## src/rtl/reg_file_sb_if.sv

```systemverilog
//------------------------------------------------------------------------------
// reg_file_sb_if
// Read, write, issue and status bundle for the scoreboarded register file.
// Revision: 1.0
//------------------------------------------------------------------------------
`default_nettype none

interface reg_file_sb_if #(
    parameter int DATA_W = 32,
    parameter int ADDR_W = 5
);
    logic [ADDR_W-1:0] read_addr_1;
    logic [ADDR_W-1:0] read_addr_2;
    logic [DATA_W-1:0] read_data_1;
    logic [DATA_W-1:0] read_data_2;
    logic              pending_1;
    logic              pending_2;
    logic              reg_write;
    logic [ADDR_W-1:0] write_addr;
    logic [DATA_W-1:0] write_data;
    logic              ll_wr_en;
    logic [ADDR_W-1:0] ll_wr_addr;
    logic [DATA_W-1:0] ll_wr_data;
    logic              ll_issue_en;
    logic [ADDR_W-1:0] ll_issue_addr;
    logic [ADDR_W:0]   pending_cnt;
    logic              sb_err;

    modport master (
        output read_addr_1, read_addr_2, reg_write, write_addr, write_data,
               ll_wr_en, ll_wr_addr, ll_wr_data, ll_issue_en, ll_issue_addr,
        input  read_data_1, read_data_2, pending_1, pending_2, pending_cnt, sb_err
    );

    modport slave (
        input  read_addr_1, read_addr_2, reg_write, write_addr, write_data,
               ll_wr_en, ll_wr_addr, ll_wr_data, ll_issue_en, ll_issue_addr,
        output read_data_1, read_data_2, pending_1, pending_2, pending_cnt, sb_err
    );
endinterface

`default_nettype wire

```

## src/rtl/reg_file_sb.sv

```systemverilog
//------------------------------------------------------------------------------
// reg_file_sb
// 2R/2W register file with per-register pending scoreboard for long-latency ops.
// Optional macro REGFILE_BYPASS_EN forwards same-cycle write data to reads.
// Revision: 1.0
//------------------------------------------------------------------------------
`default_nettype none

module reg_file_sb #(
    parameter int DATA_W   = 32,
    parameter int ADDR_W   = 5,
    parameter int ZERO_REG = 1
) (
    input  wire logic    clk,
    input  wire logic    reset,
    reg_file_sb_if.slave bus
);
    localparam int C_NREG  = 1 << ADDR_W;
    localparam int C_CNT_W = ADDR_W + 1;

    logic [DATA_W-1:0]  r_regs [C_NREG];
    logic [C_NREG-1:0]  r_pending;
    logic [C_CNT_W-1:0] r_pending_cnt;
    logic               r_sb_err;

    logic w_wa_ok, w_wb_ok, w_is_ok;
    logic w_is_pend, w_wb_pend, w_same_set_clr;
    logic w_inc, w_dec, w_err;

    logic [ADDR_W-1:0] w_raddr [2];
    logic [DATA_W-1:0] w_rdata [2];
    logic              w_rpend [2];

    function automatic logic f_usable(input logic [ADDR_W-1:0] a);
        return !(ZERO_REG != 0 && a == '0);
    endfunction

    assign w_wa_ok = bus.reg_write   && f_usable(bus.write_addr);
    assign w_wb_ok = bus.ll_wr_en    && f_usable(bus.ll_wr_addr);
    assign w_is_ok = bus.ll_issue_en && f_usable(bus.ll_issue_addr);

    assign w_is_pend      = r_pending[bus.ll_issue_addr];
    assign w_wb_pend      = r_pending[bus.ll_wr_addr];
    assign w_same_set_clr = w_is_ok && w_wb_ok && (bus.ll_issue_addr == bus.ll_wr_addr);

    // Set wins over clear on the same address, so the count only moves when a bit flips.
    assign w_inc = w_is_ok && !w_is_pend;
    assign w_dec = w_wb_ok && w_wb_pend && !w_same_set_clr;

    assign w_err = (w_wa_ok && w_wb_ok && (bus.write_addr == bus.ll_wr_addr))
                 | (w_is_ok && w_is_pend && !w_same_set_clr)
                 | (w_wb_ok && !w_wb_pend);

    always_ff @(posedge clk or posedge reset) begin
        if (reset) begin
            for (int i = 0; i < C_NREG; i++) begin
                r_regs[i] <= '0;
            end
            r_pending     <= '0;
            r_pending_cnt <= '0;
            r_sb_err      <= 1'b0;
        end else begin
            // Port B is assigned last so it wins a same-address collision.
            if (w_wa_ok) r_regs[bus.write_addr] <= bus.write_data;
            if (w_wb_ok) r_regs[bus.ll_wr_addr] <= bus.ll_wr_data;
            if (w_wb_ok) r_pending[bus.ll_wr_addr]    <= 1'b0;
            if (w_is_ok) r_pending[bus.ll_issue_addr] <= 1'b1;
            r_pending_cnt <= r_pending_cnt + C_CNT_W'(w_inc) - C_CNT_W'(w_dec);
            r_sb_err      <= r_sb_err | w_err;
        end
    end

    assign w_raddr[0] = bus.read_addr_1;
    assign w_raddr[1] = bus.read_addr_2;

    always_comb begin
        for (int p = 0; p < 2; p++) begin
            w_rdata[p] = r_regs[w_raddr[p]];
            w_rpend[p] = r_pending[w_raddr[p]];
`ifdef REGFILE_BYPASS_EN
            if (w_wb_ok && bus.ll_wr_addr == w_raddr[p]) begin
                w_rdata[p] = bus.ll_wr_data;
            end else if (w_wa_ok && bus.write_addr == w_raddr[p]) begin
                w_rdata[p] = bus.write_data;
            end
            if (w_wb_ok && bus.ll_wr_addr == w_raddr[p] &&
                !(w_is_ok && bus.ll_issue_addr == w_raddr[p])) begin
                w_rpend[p] = 1'b0;
            end
`endif
            if (!f_usable(w_raddr[p])) w_rdata[p] = '0;
        end
    end

    assign bus.read_data_1 = w_rdata[0];
    assign bus.read_data_2 = w_rdata[1];
    assign bus.pending_1   = w_rpend[0];
    assign bus.pending_2   = w_rpend[1];
    assign bus.pending_cnt = r_pending_cnt;
    assign bus.sb_err      = r_sb_err;

endmodule

`default_nettype wire

```

## src/flat_wrapper.sv

```systemverilog
// flat-port wrapper written by rule: the top's interface ports become plain ports
module reg_file_sb_flat 
#(
    parameter int DATA_W   = 32,
    parameter int ADDR_W   = 5,
    parameter int ZERO_REG = 1
)
  (clk, reset, bus_read_addr_1, bus_read_addr_2, bus_reg_write, bus_write_addr, bus_write_data, bus_ll_wr_en, bus_ll_wr_addr, bus_ll_wr_data, bus_ll_issue_en, bus_ll_issue_addr, bus_read_data_1, bus_read_data_2, bus_pending_1, bus_pending_2, bus_pending_cnt, bus_sb_err);
  reg_file_sb_if #(.DATA_W(DATA_W), .ADDR_W(ADDR_W)) bus_i ();
  input  wire logic clk;
  input  wire logic reset;
  input wire logic [$bits(bus_i.read_addr_1)-1:0] bus_read_addr_1;
  input wire logic [$bits(bus_i.read_addr_2)-1:0] bus_read_addr_2;
  input wire logic [$bits(bus_i.reg_write)-1:0] bus_reg_write;
  input wire logic [$bits(bus_i.write_addr)-1:0] bus_write_addr;
  input wire logic [$bits(bus_i.write_data)-1:0] bus_write_data;
  input wire logic [$bits(bus_i.ll_wr_en)-1:0] bus_ll_wr_en;
  input wire logic [$bits(bus_i.ll_wr_addr)-1:0] bus_ll_wr_addr;
  input wire logic [$bits(bus_i.ll_wr_data)-1:0] bus_ll_wr_data;
  input wire logic [$bits(bus_i.ll_issue_en)-1:0] bus_ll_issue_en;
  input wire logic [$bits(bus_i.ll_issue_addr)-1:0] bus_ll_issue_addr;
  output wire logic [$bits(bus_i.read_data_1)-1:0] bus_read_data_1;
  output wire logic [$bits(bus_i.read_data_2)-1:0] bus_read_data_2;
  output wire logic [$bits(bus_i.pending_1)-1:0] bus_pending_1;
  output wire logic [$bits(bus_i.pending_2)-1:0] bus_pending_2;
  output wire logic [$bits(bus_i.pending_cnt)-1:0] bus_pending_cnt;
  output wire logic [$bits(bus_i.sb_err)-1:0] bus_sb_err;
  assign bus_i.read_addr_1 = bus_read_addr_1;
  assign bus_i.read_addr_2 = bus_read_addr_2;
  assign bus_i.reg_write = bus_reg_write;
  assign bus_i.write_addr = bus_write_addr;
  assign bus_i.write_data = bus_write_data;
  assign bus_i.ll_wr_en = bus_ll_wr_en;
  assign bus_i.ll_wr_addr = bus_ll_wr_addr;
  assign bus_i.ll_wr_data = bus_ll_wr_data;
  assign bus_i.ll_issue_en = bus_ll_issue_en;
  assign bus_i.ll_issue_addr = bus_ll_issue_addr;
  assign bus_read_data_1 = bus_i.read_data_1;
  assign bus_read_data_2 = bus_i.read_data_2;
  assign bus_pending_1 = bus_i.pending_1;
  assign bus_pending_2 = bus_i.pending_2;
  assign bus_pending_cnt = bus_i.pending_cnt;
  assign bus_sb_err = bus_i.sb_err;
  reg_file_sb #(.DATA_W(DATA_W), .ADDR_W(ADDR_W), .ZERO_REG(ZERO_REG)) u_core (.clk(clk), .reset(reset), .bus(bus_i));
endmodule
```

## config.mk

```make
export PLATFORM = sky130hd
export DESIGN_NAME = reg_file_sb_flat
export DESIGN_NICKNAME = d
export VERILOG_FILES = /design/src/rtl/reg_file_sb_if.sv /design/src/rtl/reg_file_sb.sv /design/src/flat_wrapper.sv
export SDC_FILE = /design/constraint.sdc
export NUM_CORES = 2
export LEC_CHECK = 0
export CORE_ASPECT_RATIO = 1.2
export CORE_MARGIN = 2
export CORE_UTILIZATION = 45
export CTS_CLUSTER_SIZE = 30
export DETAILED_ROUTE_END_ITERATION = 8
export PLACE_DENSITY = 0.69
export REMOVE_ABC_BUFFERS = 1
export SLEW_MARGIN = 15
export SYNTH_ARGS = -nofsm -noshare
export SYNTH_HDL_FRONTEND = slang
export SYNTH_SLANG_ARGS = --single-unit
```

## constraint.sdc

```tcl
create_clock -name clk -period 43.7 [get_ports clk]
set_input_delay 6.555 -clock clk [delete_from_list [all_inputs] [get_ports clk]]
set_output_delay 6.555 -clock clk [all_outputs]
set_load 0.01 [all_outputs]
```

==> flow_results.org <==
** Logic synthesis
- Area share of the leading cell type in the synthesized netlist :: 40.29%
- In the post-synthesis netlist, the biggest area contributors are sky130_fd_sc_hd__dfrtp_1 (40%), sky130_fd_sc_hd__mux4_2 (23%), sky130_fd_sc_hd__mux2i_1 (14%).
- Counting flops and latches in the post-synthesis netlist gives 1063.
- Proportion of register bits with asynchronous set or reset after synthesis :: 100.0%
- After technology mapping, the gate count stands at 5950.
- Synth Flop Type :: sky130_fd_sc_hd__dfrtp_1
- Dominant cell by count in the synthesized netlist :: sky130_fd_sc_hd__dfrtp_1
- YS warnings :: 0
- Sequential elements use 40.29% of the synthesized area.
- Average instance area after synthesis :: 11.10 um2
- Distinct cell type count after synthesis :: 55
- The biggest area contributor in the post-synthesis netlist is sky130_fd_sc_hd__dfrtp_1.
- By count the netlist is led by sky130_fd_sc_hd__dfrtp_1 (1063), sky130_fd_sc_hd__mux2i_1 (933), sky130_fd_sc_hd__mux4_2 (664).
- The cell area that synthesis handed to floorplanning was 66020 um2.
- Yosys mapped a number of flops with a built-in enable equal to 0.

** Clocking
- Number of buffers inserted for hold repair after clock tree synthesis :: 0
- Buffers added to address setup during post-CTS repair amount to 0.
- The number of gates resized after CTS was 0.
- Clock tree synthesis found a total of 1063 sinks.
- Maximum buffer depth of the clock tree :: 3
- Clock slew at reported path FFs :: 0.06 ns
- Level count of the clock H-tree :: 3
- CTS Buf Count :: 110
- TritonCTS clock tree :: built
- Root Buffer Master :: sky130_fd_sc_hd__clkbuf_16
- Source-to-sink clock delay at the later pin of the worst-skew pair :: 0.76 ns

** Global routing
- Number of antenna violations at the first check in global routing :: 17
- Entering global routing, the biggest net connects 191 pins.
- The first global-routing pass estimated 346.6 mm of wire.
- The number of global-route vias before repair is a little over 50000.
- Aggregate global routing overflow :: 0
- Global-route total usage across every layer :: 31.12%

** Finish
- The area growth from synthesis to layout is 8.937%.
- Share of the core filled with cells :: 49.50%
- Final-stage net count :: 5705
- Post-layout instance count excluding filler cells :: 7635
- Fillcell total :: 12620
- Layout cells sized above 1 :: 18.90%

** Worst setup path
- Top fanout value on the critical path :: 53
- The startpoint identified for the worst register-to-register timing path is u_core.r_pending[14].
- FF-to-FF path depth :: 13
- At the worst endpoint, the required time is 37.15 ns.
- Worst setup slack for register-to-register paths :: around 41 ns
- RR Endpoint :: u_core.bus.pending_cnt[4]
- CP Capture Type :: output pin
- At the worst endpoint, the arrival time is approximately 11 ns.
- The setup path with the least slack is of type in2out.
- Startpoint kind of the worst setup timing path :: input pin

** Placed design
- Weighted congestion at the end of routability-driven global placement :: 0.8654
- Total instance count after detailed placement :: 7428
- Detailed-placement wirelength estimate :: roughly 130 mm
- During placement, the flow inserted port buffers numbering 166.
- Setup WS pre-CTS :: about 26 ns

** Power and ir drop
- The clock network is responsible for 30.5% of the overall power.
- Dividing total power by cell area gives a power density of 46.86 nW/um2.
- VDD sags by at most 0.00003473 V.
- In this run the power spent charging and discharging nets is slightly above 1 mW.
- Relative contribution of sequential cells to total power :: 43.3%
- The internal power of the cells totals 2.339 mW.
- Switching share of power :: a little under a third
- The share of total power dissipated in combinational logic is 26.2%.
- Static power due to leakage :: 30.14 nW

** Detailed routing
- In the routed design, unresolved DRC markers number 0.
- Detailed-route wire length per cell :: 30.83 um
- Pre-antenna DRT Iters :: 6
- Remaining antenna violation count :: 0
- Average via count per standard cell :: between 6 and 7
- The detailed router finished its first iteration with ~7000 violations.
- Via count of the routed design :: 51300
- The final layout contains routed wiring with a total length of 235.4 mm.

** Status
- The run finished with clean final reports.

** Floorplanning
- Die outline height :: 423.6 um
- IO Count :: 167
- Full die area :: 149800 um2
- The initial utilization of the core area, before any placement, comes to 45.44%.
- In this run the standard cell core region covers 145300 um2.
- Die W :: 353.7 um
- Row count :: 153

** Worst hold path
- Type of the tightest min-delay check :: reg2reg
- Along the worst hold path, the cell count comes to 0.
- The startpoint identified for the worst hold timing path is u_core.r_regs[1001].
- End of the worst hold path :: u_core.r_regs[1001]

** STA
- Worst Hold Margin :: 0.3930 ns
- Setup violations, final :: 0
- The total count of max-transition violations in the final report was 0.
- Relative max-transition margin :: 14.69%
- F_max :: 0.05772 GHz
- Minimum setup slack in the final design :: 26.37 ns
- On the final layout, the worst clock skew is 0.01247 ns.
- At the pin with the least slew margin, the transition time is 1.277 ns.
- RSZ-0062 raised after global routing :: false
- The hold violation total from the final report was 0.
- After layout, the minimum clock period comes to 17.33 ns.
- Period Utilization, post-route :: 39.65%
- Final setup TNS :: 0 ns

** Run
- The tool flagged a number of max-cap violations equal to 0.
layout by cell type, fill, tap and decap left out, types with 15 or more instances in the layout:
master,instances
sky130_fd_sc_hd__nor2_1,529
sky130_fd_sc_hd__clkbuf_1,25
sky130_fd_sc_hd__nand2_1,593
sky130_fd_sc_hd__a21oi_1,515
sky130_fd_sc_hd__buf_4,106
sky130_fd_sc_hd__clkinv_2,17
sky130_fd_sc_hd__nor2_4,27
sky130_fd_sc_hd__mux4_2,664
sky130_fd_sc_hd__bufinv_16,15
sky130_fd_sc_hd__inv_1,81
sky130_fd_sc_hd__buf_2,41
sky130_fd_sc_hd__mux2i_1,933
sky130_fd_sc_hd__a32oi_1,77
sky130_fd_sc_hd__clkbuf_8,19
sky130_fd_sc_hd__o21ai_1,168
sky130_fd_sc_hd__o21ai_0,412
sky130_fd_sc_hd__nand2_4,23
sky130_fd_sc_hd__dfrtp_1,1063
sky130_fd_sc_hd__clkbuf_16,113
sky130_fd_sc_hd__clkdlybuf4s50_1,117
logic make-up (layout without fill, tap and decap cells):
kind of cell | after synthesis | count (layout) | share of synthesized area, %
compound gates | 1202 | 1202 | 9.663
xor+xnor | 15 | 15 | 0.1990
fa+ha+maj | 7 | 7 | 0.1440
buf+inv | 815 | 559 | 5.357
flops | 1063 | 1063 | 40.29
mux | 1603 | 1603 | 36.90
other cells | 0 | 4 | 0
simple gates | 1245 | 1245 | 7.450
power groups by stage:
stage | logic, mW | registers [mW] | clock network (mW)
final | 0.882 | 1.46 | 1.03
after global routing | 0.955 | 1.48 | 1.07
after CTS | 0.881 | 1.45 | 1.03
after detailed placement | 0.879 | 1.46 | 0
after global placement | 0.849 | 1.45 | 0
after floorplan | 0.627 | 1.39 | 0
critical path, stage by stage:
cell and delay [ns]:
sky130_fd_sc_hd__buf_8 0.46, sky130_fd_sc_hd__buf_4 0.84, sky130_fd_sc_hd__buf_4 0.87, sky130_fd_sc_hd__mux4_2 0.60
sky130_fd_sc_hd__mux4_2 0.51, sky130_fd_sc_hd__nand2_1 0.10, sky130_fd_sc_hd__o21ai_1 0.12, sky130_fd_sc_hd__clkdlybuf4s50_1 0.52
through the flow:
| stage | instance area, um2 | total power, mW |
|---|---|---|
| after global routing | 71920 | 3.505 |
| after floorplan | 62790 | 2.014 |
| after global placement | 68170 | 2.295 |
| after CTS | 72080 | 3.359 |
| final | 71920 | 3.370 |
| after detailed placement | 68190 | 2.339 |
cell type report:
type	instances	area [um2]	area share (%)
Antenna cell	4	10.01	0.01392
Clock buffer	157	3183	4.426
Clock inverter	45	704.4	0.9794
Inverter	82	315.3	0.4384
Multi-Input combinational cell	4072	36320	50.50
Sequential cell	1063	26600	36.98
Tap cell	1937	2424	3.370
Timing Repair Buffer	275	2362	3.284
layer usage:
| layer | routed length (um) | up-vias | track usage (%) |
|---|---|---|---|
| met5 | 89 | - | 0 |
| met3 | 25870 | 949 | 7.888 |
| met1 | 83540 | 25800 | 38.86 |
| met4 | 16850 | 16 | 19.83 |
| met2 | 109000 | 3511 | 48.32 |
| li1 | - | 21020 | - |
worst max-delay path by stage:
stage          slack (ns)                from                   endpoint  cells past startpoint
2_1_floorplan        7.22               reset  u_core.bus.pending_cnt[0]                      1
3_3_place_gp        26.31  bus_read_addr_1[0]         bus_read_data_1[8]                      8
3_5_place_dp        26.27  bus_read_addr_1[0]         bus_read_data_1[8]                      8
4_1_cts             26.28  bus_read_addr_1[0]         bus_read_data_1[8]                      8
5_1_grt             26.03  bus_read_addr_2[0]        bus_read_data_2[22]                      8
6_report            26.37  bus_read_addr_2[0]        bus_read_data_2[22]                      8
sequential cells by signal, summed over array words and instances, names as in the netlist:
signal / cells
u_core.bus.pending_cnt: 6
u_core.r_regs: 1024
u_core.bus.sb_err: 1
u_core.r_pending: 32
No activity file was read; power rests on OpenSTA's default activity.
